File: src/rtl/regfile_writeback.sv
// Register file write-side initiator: fixed-priority load path plus an in-order ALU
// result FIFO, one registered write per cycle, and a pending-write hazard bitmap.
module regfile_writeback #(
  parameter int XLEN       = 32,
  parameter int FIFO_DEPTH = 4
) (
  input  logic                              clk,
  input  logic                              rst_n,
  input  logic                              alu_valid,
  output logic                              alu_ready,
  input  logic [4:0]                        alu_rd,
  input  logic [XLEN-1:0]                   alu_value,
  input  logic                              mem_valid,
  output logic                              mem_ready,
  input  logic [4:0]                        mem_rd,
  input  logic [XLEN-1:0]                   mem_value,
  output logic                              input_enable,
  output logic [4:0]                        input_select,
  output logic [XLEN-1:0]                   input_value,
  output logic [31:0]                       pending,
  output logic [$clog2(FIFO_DEPTH+1)-1:0]   fifo_count
);

  localparam int PW = (FIFO_DEPTH > 1) ? $clog2(FIFO_DEPTH) : 1;
  localparam int CW = $clog2(FIFO_DEPTH + 1);
  localparam logic [CW-1:0] CNT_FULL = CW'(FIFO_DEPTH);
  localparam logic [CW-1:0] CNT_ZERO = {CW{1'b0}};

  function automatic logic [31:0] onehot(input logic [4:0] r);
    return 32'd1 << r;
  endfunction

  logic [4:0]      fifo_rd_r  [FIFO_DEPTH];
  logic [XLEN-1:0] fifo_val_r [FIFO_DEPTH];
  logic [PW-1:0]   head_r;
  logic [PW-1:0]   tail_r;
  logic [CW-1:0]   count_r;
  logic            input_enable_r;
  logic [4:0]      input_select_r;
  logic [XLEN-1:0] input_value_r;

  logic            enq_s;
  logic            deq_s;
  logic            grant_s;
  logic [4:0]      grant_rd_s;
  logic [XLEN-1:0] grant_val_s;
  logic [31:0]     pending_s;

  // Ready depends only on registered occupancy, so a same-cycle dequeue never frees a slot.
  assign alu_ready = rst_n & (count_r != CNT_FULL);
  assign mem_ready = rst_n;
  assign enq_s     = alu_valid & alu_ready;

  // Grant selection: load result first, then the FIFO head.
  always_comb begin
    grant_s     = 1'b0;
    grant_rd_s  = 5'd0;
    grant_val_s = {XLEN{1'b0}};
    deq_s       = 1'b0;
    if (mem_valid) begin
      grant_s     = 1'b1;
      grant_rd_s  = mem_rd;
      grant_val_s = mem_value;
    end else if (count_r != CNT_ZERO) begin
      grant_s     = 1'b1;
      grant_rd_s  = fifo_rd_r[head_r];
      grant_val_s = fifo_val_r[head_r];
      deq_s       = 1'b1;
    end else begin
      grant_s     = 1'b0;
    end
  end

  // Hazard bitmap over live FIFO entries and the write currently on the port.
  always_comb begin
    pending_s = input_enable_r ? onehot(input_select_r) : 32'd0;
    for (int k = 0; k < FIFO_DEPTH; k++) begin
      pending_s = pending_s |
                  ((CW'(k) < count_r) ? onehot(fifo_rd_r[head_r + PW'(k)]) : 32'd0);
    end
    pending_s[0] = 1'b0;
  end

  // FIFO storage; validity is tracked by the pointers, so no reset is needed.
  always_ff @(posedge clk) begin
    if (rst_n && enq_s) begin
      fifo_rd_r[tail_r]  <= alu_rd;
      fifo_val_r[tail_r] <= alu_value;
    end
  end

  // Pointers, occupancy and the registered write port.
  always_ff @(posedge clk) begin
    if (!rst_n) begin
      head_r         <= {PW{1'b0}};
      tail_r         <= {PW{1'b0}};
      count_r        <= CNT_ZERO;
      input_enable_r <= 1'b0;
      input_select_r <= 5'd0;
      input_value_r  <= {XLEN{1'b0}};
    end else begin
      if (enq_s) begin
        tail_r <= tail_r + PW'(1);
      end
      if (deq_s) begin
        head_r <= head_r + PW'(1);
      end
      if (enq_s && !deq_s) begin
        count_r <= count_r + CW'(1);
      end else if (!enq_s && deq_s) begin
        count_r <= count_r - CW'(1);
      end
      if (grant_s) begin
        input_enable_r <= (grant_rd_s != 5'd0);
        input_select_r <= grant_rd_s;
        input_value_r  <= grant_val_s;
      end else begin
        input_enable_r <= 1'b0;
      end
    end
  end

  assign input_enable = input_enable_r;
  assign input_select = input_select_r;
  assign input_value  = input_value_r;
  assign pending      = pending_s;
  assign fifo_count   = count_r;

endmodule

File: config.mk
export PLATFORM = sky130hd
export DESIGN_NAME = regfile_writeback
export DESIGN_NICKNAME = d
export VERILOG_FILES = /design/src/rtl/regfile_writeback.sv
export SDC_FILE = /design/constraint.sdc
export NUM_CORES = 1
export LEC_CHECK = 0
export CAP_MARGIN = 15
export CORE_ASPECT_RATIO = 1.1
export CORE_MARGIN = 3
export CORE_UTILIZATION = 54
export DETAILED_ROUTE_END_ITERATION = 8
export PLACE_DENSITY = 0.85
export SYNTH_ARGS = -nofsm -noshare
export SYNTH_HDL_FRONTEND = slang
export SYNTH_SLANG_ARGS = --single-unit
File: constraint.sdc
create_clock -name clk -period 3 [get_ports clk]
set_input_delay 0.6 -clock clk [delete_from_list [all_inputs] [get_ports clk]]
set_output_delay 0.6 -clock clk [all_outputs]
set_load 0.005 [all_outputs]
[Yosys cells after proc, flatten, opt, wreduce, memory -nomap -nowiden]
Memories as Yosys holds them, arrays and structs flattened. A register that Yosys moved wholly into a read port is not among the register bits.
Cells that the tools add are included.
Storage, ports and cells
  bits in registers: 45
  RAM bits: 148
  input bits: 78
  output and inout port bits: 75
  logic and storage cells: 59
  memories kept: 2
Cells by class
  add/subtract/negate cells: 6
  magnitude comparators: 4
  equality and inequality tests: 1
  shifts and indexed selects: 5
  multiplexer cells: 20
  bitwise logic cells: 6
  reductions and logical operators: 9
Memories
  fifo_val_r: words 4, width 32, rd ports 1, clocked after Yosys merged registers in 1, write ports 1, RTL line 34  | logic [XLEN-1:0] fifo_val_r [FIFO_DEPTH];
  fifo_rd_r: words 4, width 5, rd ports 4, clocked after Yosys merged registers in 1, write ports 1, RTL line 33  | logic [4:0] fifo_rd_r [FIFO_DEPTH];
Operators by type and width (number)
  $mux W32: 7
  $shl A1 B5 Y32 const A: 5
  $or A32 B32 Y32: 4
  $mux W5: 2
  $mux W2: 4
  $lt A1 B3 Y1 const A: 2
  $lt A2 B3 Y1 const A: 2
  $mux W3: 2
  $mux W1: 5
  $reduce_bool A5 Y1: 1
  $add A2 B1 Y2 const B: 2
  $add A2 B2 Y2 const B: 2
  $add A3 B1 Y3 const B: 1
  $logic_and A1 B1 Y1: 3
  $ne A3 B3 Y1 const B: 1
  $reduce_bool A3 Y1: 1
  $sub A3 B1 Y3 const B: 1
  $and A1 B1 Y1: 2
  $logic_not A1 Y1: 2
  $reduce_and A2 Y1: 1
  $reduce_bool A2 Y1: 1

[Depth between registers and ports, before layout]
  depth in word-level cells: 7
  mapped depth: 10
  mapped depth without buffers: 8

[Worst setup path after synthesis]
Ideal clock, no wire load.
  path kind: register -> register
  from: register count_r[0], in the netlist fifo_count[0]
  to: memory fifo_rd_r[0][0], enable pin
  library setup time: 0.398 ns
  data arrival time: 2.174 ns
  required time: 2.602 ns
  setup slack: 0.428 ns
  stages on the path, launching flop included: 5
  buffers on the path: 0
  clock period less this slack: 2.572 ns
  cells stage by stage: dfxtp_1 -> inv_1 -> ha_1 -> a21boi_0 -> and3_1
On the way
  word-level cells in the longest chain between the ends: 6
RTL lines
  from (decl): RTL line 37  | logic [CW-1:0] count_r;
  from (signal assigned): RTL line 109  | count_r <= count_r + CW'(1);
  from (signal assigned): RTL line 111  | count_r <= count_r - CW'(1);
  $ne A3 B3 Y1: RTL line 50  | assign alu_ready = rst_n & (count_r != CNT_FULL);
  $and A1 B1 Y1: RTL line 50
  via alu_ready: RTL line 10  | output logic alu_ready,
  $and A1 B1 Y1: RTL line 52  | assign enq_s = alu_valid & alu_ready;
  $logic_and A1 B1 Y1: RTL line 86  | if (rst_n && enq_s) begin
  $mux W1: RTL line 86
  $mux W1 (implied by the code): RTL line 87  | fifo_rd_r[tail_r] <= alu_rd;
  to (decl): RTL line 33
The timed path passes the listed nets, and every way through them passes these cells.

==> metrics.md <==
| Metric | Value |
|---|---|
| Result of the run | `complete, but fails checks` |
| Violated checks | `setup timing` |
| Number of instances in the synthesized netlist | `700` |
| Count of endpoints failing setup in the final report | `21` |
| Y dimension of the die | `145 µm` |
| Initial Utilization | `approximately 55%` |
| Distinct cell type count of the synthesized netlist | `45` |
| Routed Antenna Nets | `0` |
| Layout overhead on the synthesized area | `38.6%` |
| Flops & latches, synth | `195` |
| Worst Hold End | `tail_r[1]` |
| Post-synthesis net count | `787` |
| Clock period minus final worst setup slack | `around 3.1 ns` |
| Unrepaired setup endpoints after global routing | `true` |
| Synthesized area | `9490 µm²` |
| Count of unresolved DRC violations after routing | `0` |
| Count of boundary I/O pins | `153` |
| DR WL/cell | `roughly 26 µm` |
| Via Count | `7425` |
| P_int | `roughly 0.0068 W` |
| Busiest metal layer after global routing | `met2` |
| Number of global-route vias before repair | `between 7000 and 8000` |
| Average via count per standard cell | `about 6.2` |
| Layout cells sized above 1 | `34.9%` |
| Maximum fanout count along the critical path | `7` |
| Class of the worst hold path | `flop to flop` |
| Number of buffer cells added on primary ports | `between 150 and 200` |
| Half-perimeter wire length after detailed placement | `approximately 20000 µm` |
| Non-filler cells, final | `1197` |
| Clock latency reported for the late side of the worst-skew pair | `0.44 ns` |
| Total chip power | `between 0.01 and 0.015 W` |
| Fmax | `between 300 and 400 MHz` |
| Worst hold stages | `2` |
| Violation count after the first detailed-route iteration | `around 700` |
| Post-placement worst setup slack | `-0.163 ns` |
| Detailed Routing Iterations Pass 1 | `5` |
| Headroom to the max-slew limit | `roughly 42%` |
| # diodes | `0` |
| Maximum number of buffers from clock root to sink | `2` |
| Relative contribution of the clock network to total power | `between 20 and 25%` |
| Share of synthesized flip-flops with an asynchronous set or reset | `0%` |
| Switching power as a share of total power | `35.7%` |
| Area after DPL | `11600 µm²` |
| Routability Congestion | `about 1` |
| Met1 GRT Util | `a little under two fifths` |
| Most common cell after layout, fill and taps aside | `sky130_fd_sc_hd__edfxtp_1` |
| CP Data Required Time | `~2.4 ns` |
| FF-to-FF Start | `fifo_count[0]` |
| Leading cell types in the layout, fill and taps excluded | `sky130_fd_sc_hd__edfxtp_1, sky130_fd_sc_hd__clkdlybuf4s50_1, sky130_fd_sc_hd__buf_4` |
| Global route total overflow | `0` |
| DIE AREA | `around 19000 µm²` |
| Arrival time at the worst endpoint | `~2.6 ns` |
| Antenna violations before repair | `0` |
| Design area | `between 10000 and 15000 µm²` |
| Minimum setup slack in the final design | `-0.148 ns` |
| Max-slew violations | `0` |
| Comb power frac | `a little under half` |
| Met3 Track Usage GR | `under 10%` |
| Yosys warning count | `0` |
| Worst Reg2Reg Path Length in Cells | `8` |
| CTS sink cnt | `195` |
| H-tree levels | `4` |
| Hold violation count in the final report | `0` |
| Placeable core region | `roughly 17000 µm²` |
| Core Rows | `50` |
| Fraction of met2 tracks used by global routing | `between 50% and 60%` |
| Total wirelength of the detailed-routed design | `slightly above 30000 µm` |
| Power density over the cells | `805 nW/µm²` |
| Hold buffers post-CTS | `0` |
| Pin slew with the least headroom to its limit | `approximately 0.9 ns` |
| Final clock period utilization by the worst path | `105%` |
| Endpoint of the lowest-slack register-to-register path | `fifo_count[2]` |
| Width of the die | `132 µm` |
| GRT Resource Usage Total | `about a third` |
| Pin count of the biggest net entering global routing | `76` |
| Max-cap violations | `0` |
| Cts bufs inserted | `17` |
| Switching power of the nets | `~0.0038 W` |
| Clock skew | `about 0.014 ns` |
| Crit start category | `flop` |
| Max IR drop VDD | `~0.66 mV` |
| Hold path startpoint | `tail_r[1]` |
| Count of flip-flops with a built-in enable after synthesis | `148` |
| Type of the worst setup path | `flop to primary output` |
| Fin nets | `about 1000` |
| Worst reg2reg setup slack | `0.41 ns` |
| Avg Synthesized Cell Area | `around 14 µm²` |
| Clock edge transition at the registers on the reported setup and hold paths | `0.08 ns` |
| Primary FF master, synth | `sky130_fd_sc_hd__edfxtp_1` |
| Share of the core filled with cells in the final layout | `between 70 and 80%` |
| Reg power frac | `between 30% and 40%` |
| Cell total after placement | `roughly 1100` |
| Clock tree from TritonCTS | `yes` |
| Share of the yosys chip area belonging to registers | `between 50 and 60%` |
| Global-route wire length before repair | `46700 µm` |
| Clk root buf | `sky130_fd_sc_hd__clkbuf_16` |
| Static Leakage | `4.80 nW` |
| Critical Path End Type | `primary output` |
## cells in the mapped netlist, types with 6 or more instances
library cell | number | area [µm²]
sky130_fd_sc_hd__edfxtp_1 | 148 | 4440
sky130_fd_sc_hd__nand4_1 | 8 | 50.1
sky130_fd_sc_hd__nand2_1 | 50 | 188
sky130_fd_sc_hd__and2_1 | 46 | 288
sky130_fd_sc_hd__nor2_1 | 18 | 67.6
sky130_fd_sc_hd__clkbuf_1 | 31 | 116
sky130_fd_sc_hd__buf_1 | 10 | 37.5
sky130_fd_sc_hd__nand3_1 | 63 | 315
sky130_fd_sc_hd__mux4_2 | 47 | 1060
sky130_fd_sc_hd__a22oi_1 | 44 | 330
sky130_fd_sc_hd__buf_2 | 9 | 45.0
sky130_fd_sc_hd__ha_1 | 9 | 113
sky130_fd_sc_hd__inv_1 | 6 | 22.5
sky130_fd_sc_hd__o21ai_0 | 40 | 200
sky130_fd_sc_hd__nor2b_1 | 14 | 87.6
sky130_fd_sc_hd__dfxtp_1 | 47 | 941
sky130_fd_sc_hd__mux2i_1 | 38 | 380
sky130_fd_sc_hd__a32oi_1 | 10 | 87.6
## flip-flops by register name (all words and copies together) (netlist names), named ones only
| signal | flops |
|---|---|
| tail_r | 2 |
| input_enable | 1 |
| fifo_rd_r | 20 |
| fifo_val_r | 128 |
| input_value | 32 |
| head_r | 2 |
| input_select | 5 |
| fifo_count | 3 |
## logic make-up after synthesis
family	count (synthesis)	share of synthesized area, %
buf+inv	60	2.82
xor+xnor	5	0.462
mux	90	16.6
fa+ha+maj	9	1.19
other cells	1	0.0395
flops	195	56.8
simple gates	237	14.9
compound gates	103	7.29
## power groups by stage
stage | clock, W | combinational (W) | sequential [W]
final | 0.00234 | 0.00489 | 0.00335
after global routing | 0.00245 | 0.00517 | 0.00338
after global placement | 0 | 0.00403 | 0.00336
after floorplan | 0 | 0.00252 | 0.00333
after CTS | 0.00236 | 0.00462 | 0.00335
after detailed placement | 0 | 0.00411 | 0.00339
## worst max path at each step
stage | start | to | slack (ns) | cells after the start
after global placement | flop | pending[4] | -0.14 | 6
final | fifo_rd_r[1][3] | pending[6] | -0.15 | 9
after detailed placement | head_r[0] | pending[5] | -0.16 | 6
after global routing | fifo_rd_r[1][3] | pending[6] | -0.26 | 9
after floorplan | fifo_count[0] | fifo_rd_r[0][0] | 0.43 | 4
after CTS | head_r[0] | pending[7] | -0.13 | 9
## timing repair
item                                    4_1_cts  5_1_grt
buffers inserted                             56       14
pin swaps                                    57       29
endpoints found under the setup margin       31       32
resized for setup                           208       42
## per-layer routing
layer | routed length, µm | vias up | part of all wire [%]
met2 | 16200 | 394 | 53
li1 | - | 3228 | -
met1 | 11100 | 3731 | 36
met5 | 0 | - | 0
met3 | 1930 | 72 | 6.3
met4 | 1380 | 0 | 4.5
## stage by stage
stage               hold WS [ns]  TNS (ns)
floorplan                  0.469         0
global placement           0.481    -0.941
detailed placement         0.513     -1.10
CTS                        0.500     -1.36
global route               0.573     -3.83
finish                     0.547     -1.66
## critical path: stages (launching register included)
cell                       delay, ns
sky130_fd_sc_hd__edfxtp_1       0.45
sky130_fd_sc_hd__buf_6          0.15
sky130_fd_sc_hd__mux4_2         0.56
sky130_fd_sc_hd__buf_6          0.17
sky130_fd_sc_hd__nor4b_4        0.24
sky130_fd_sc_hd__buf_4          0.16
sky130_fd_sc_hd__buf_6          0.11
sky130_fd_sc_hd__nand2_2        0.04
sky130_fd_sc_hd__nand4_1        0.09
sky130_fd_sc_hd__buf_2          0.14
## cell type report
class	instances	area, µm²
Timing Repair Buffer	285	2640
Tap cell	234	293
Clock buffer	18	429
Sequential cell	195	5400
Clock inverter	14	185
Multi-Input combinational cell	445	4170
Inverter	6	22.5
Fill cell	1015	4000
(Power assumes the default switching activity.)
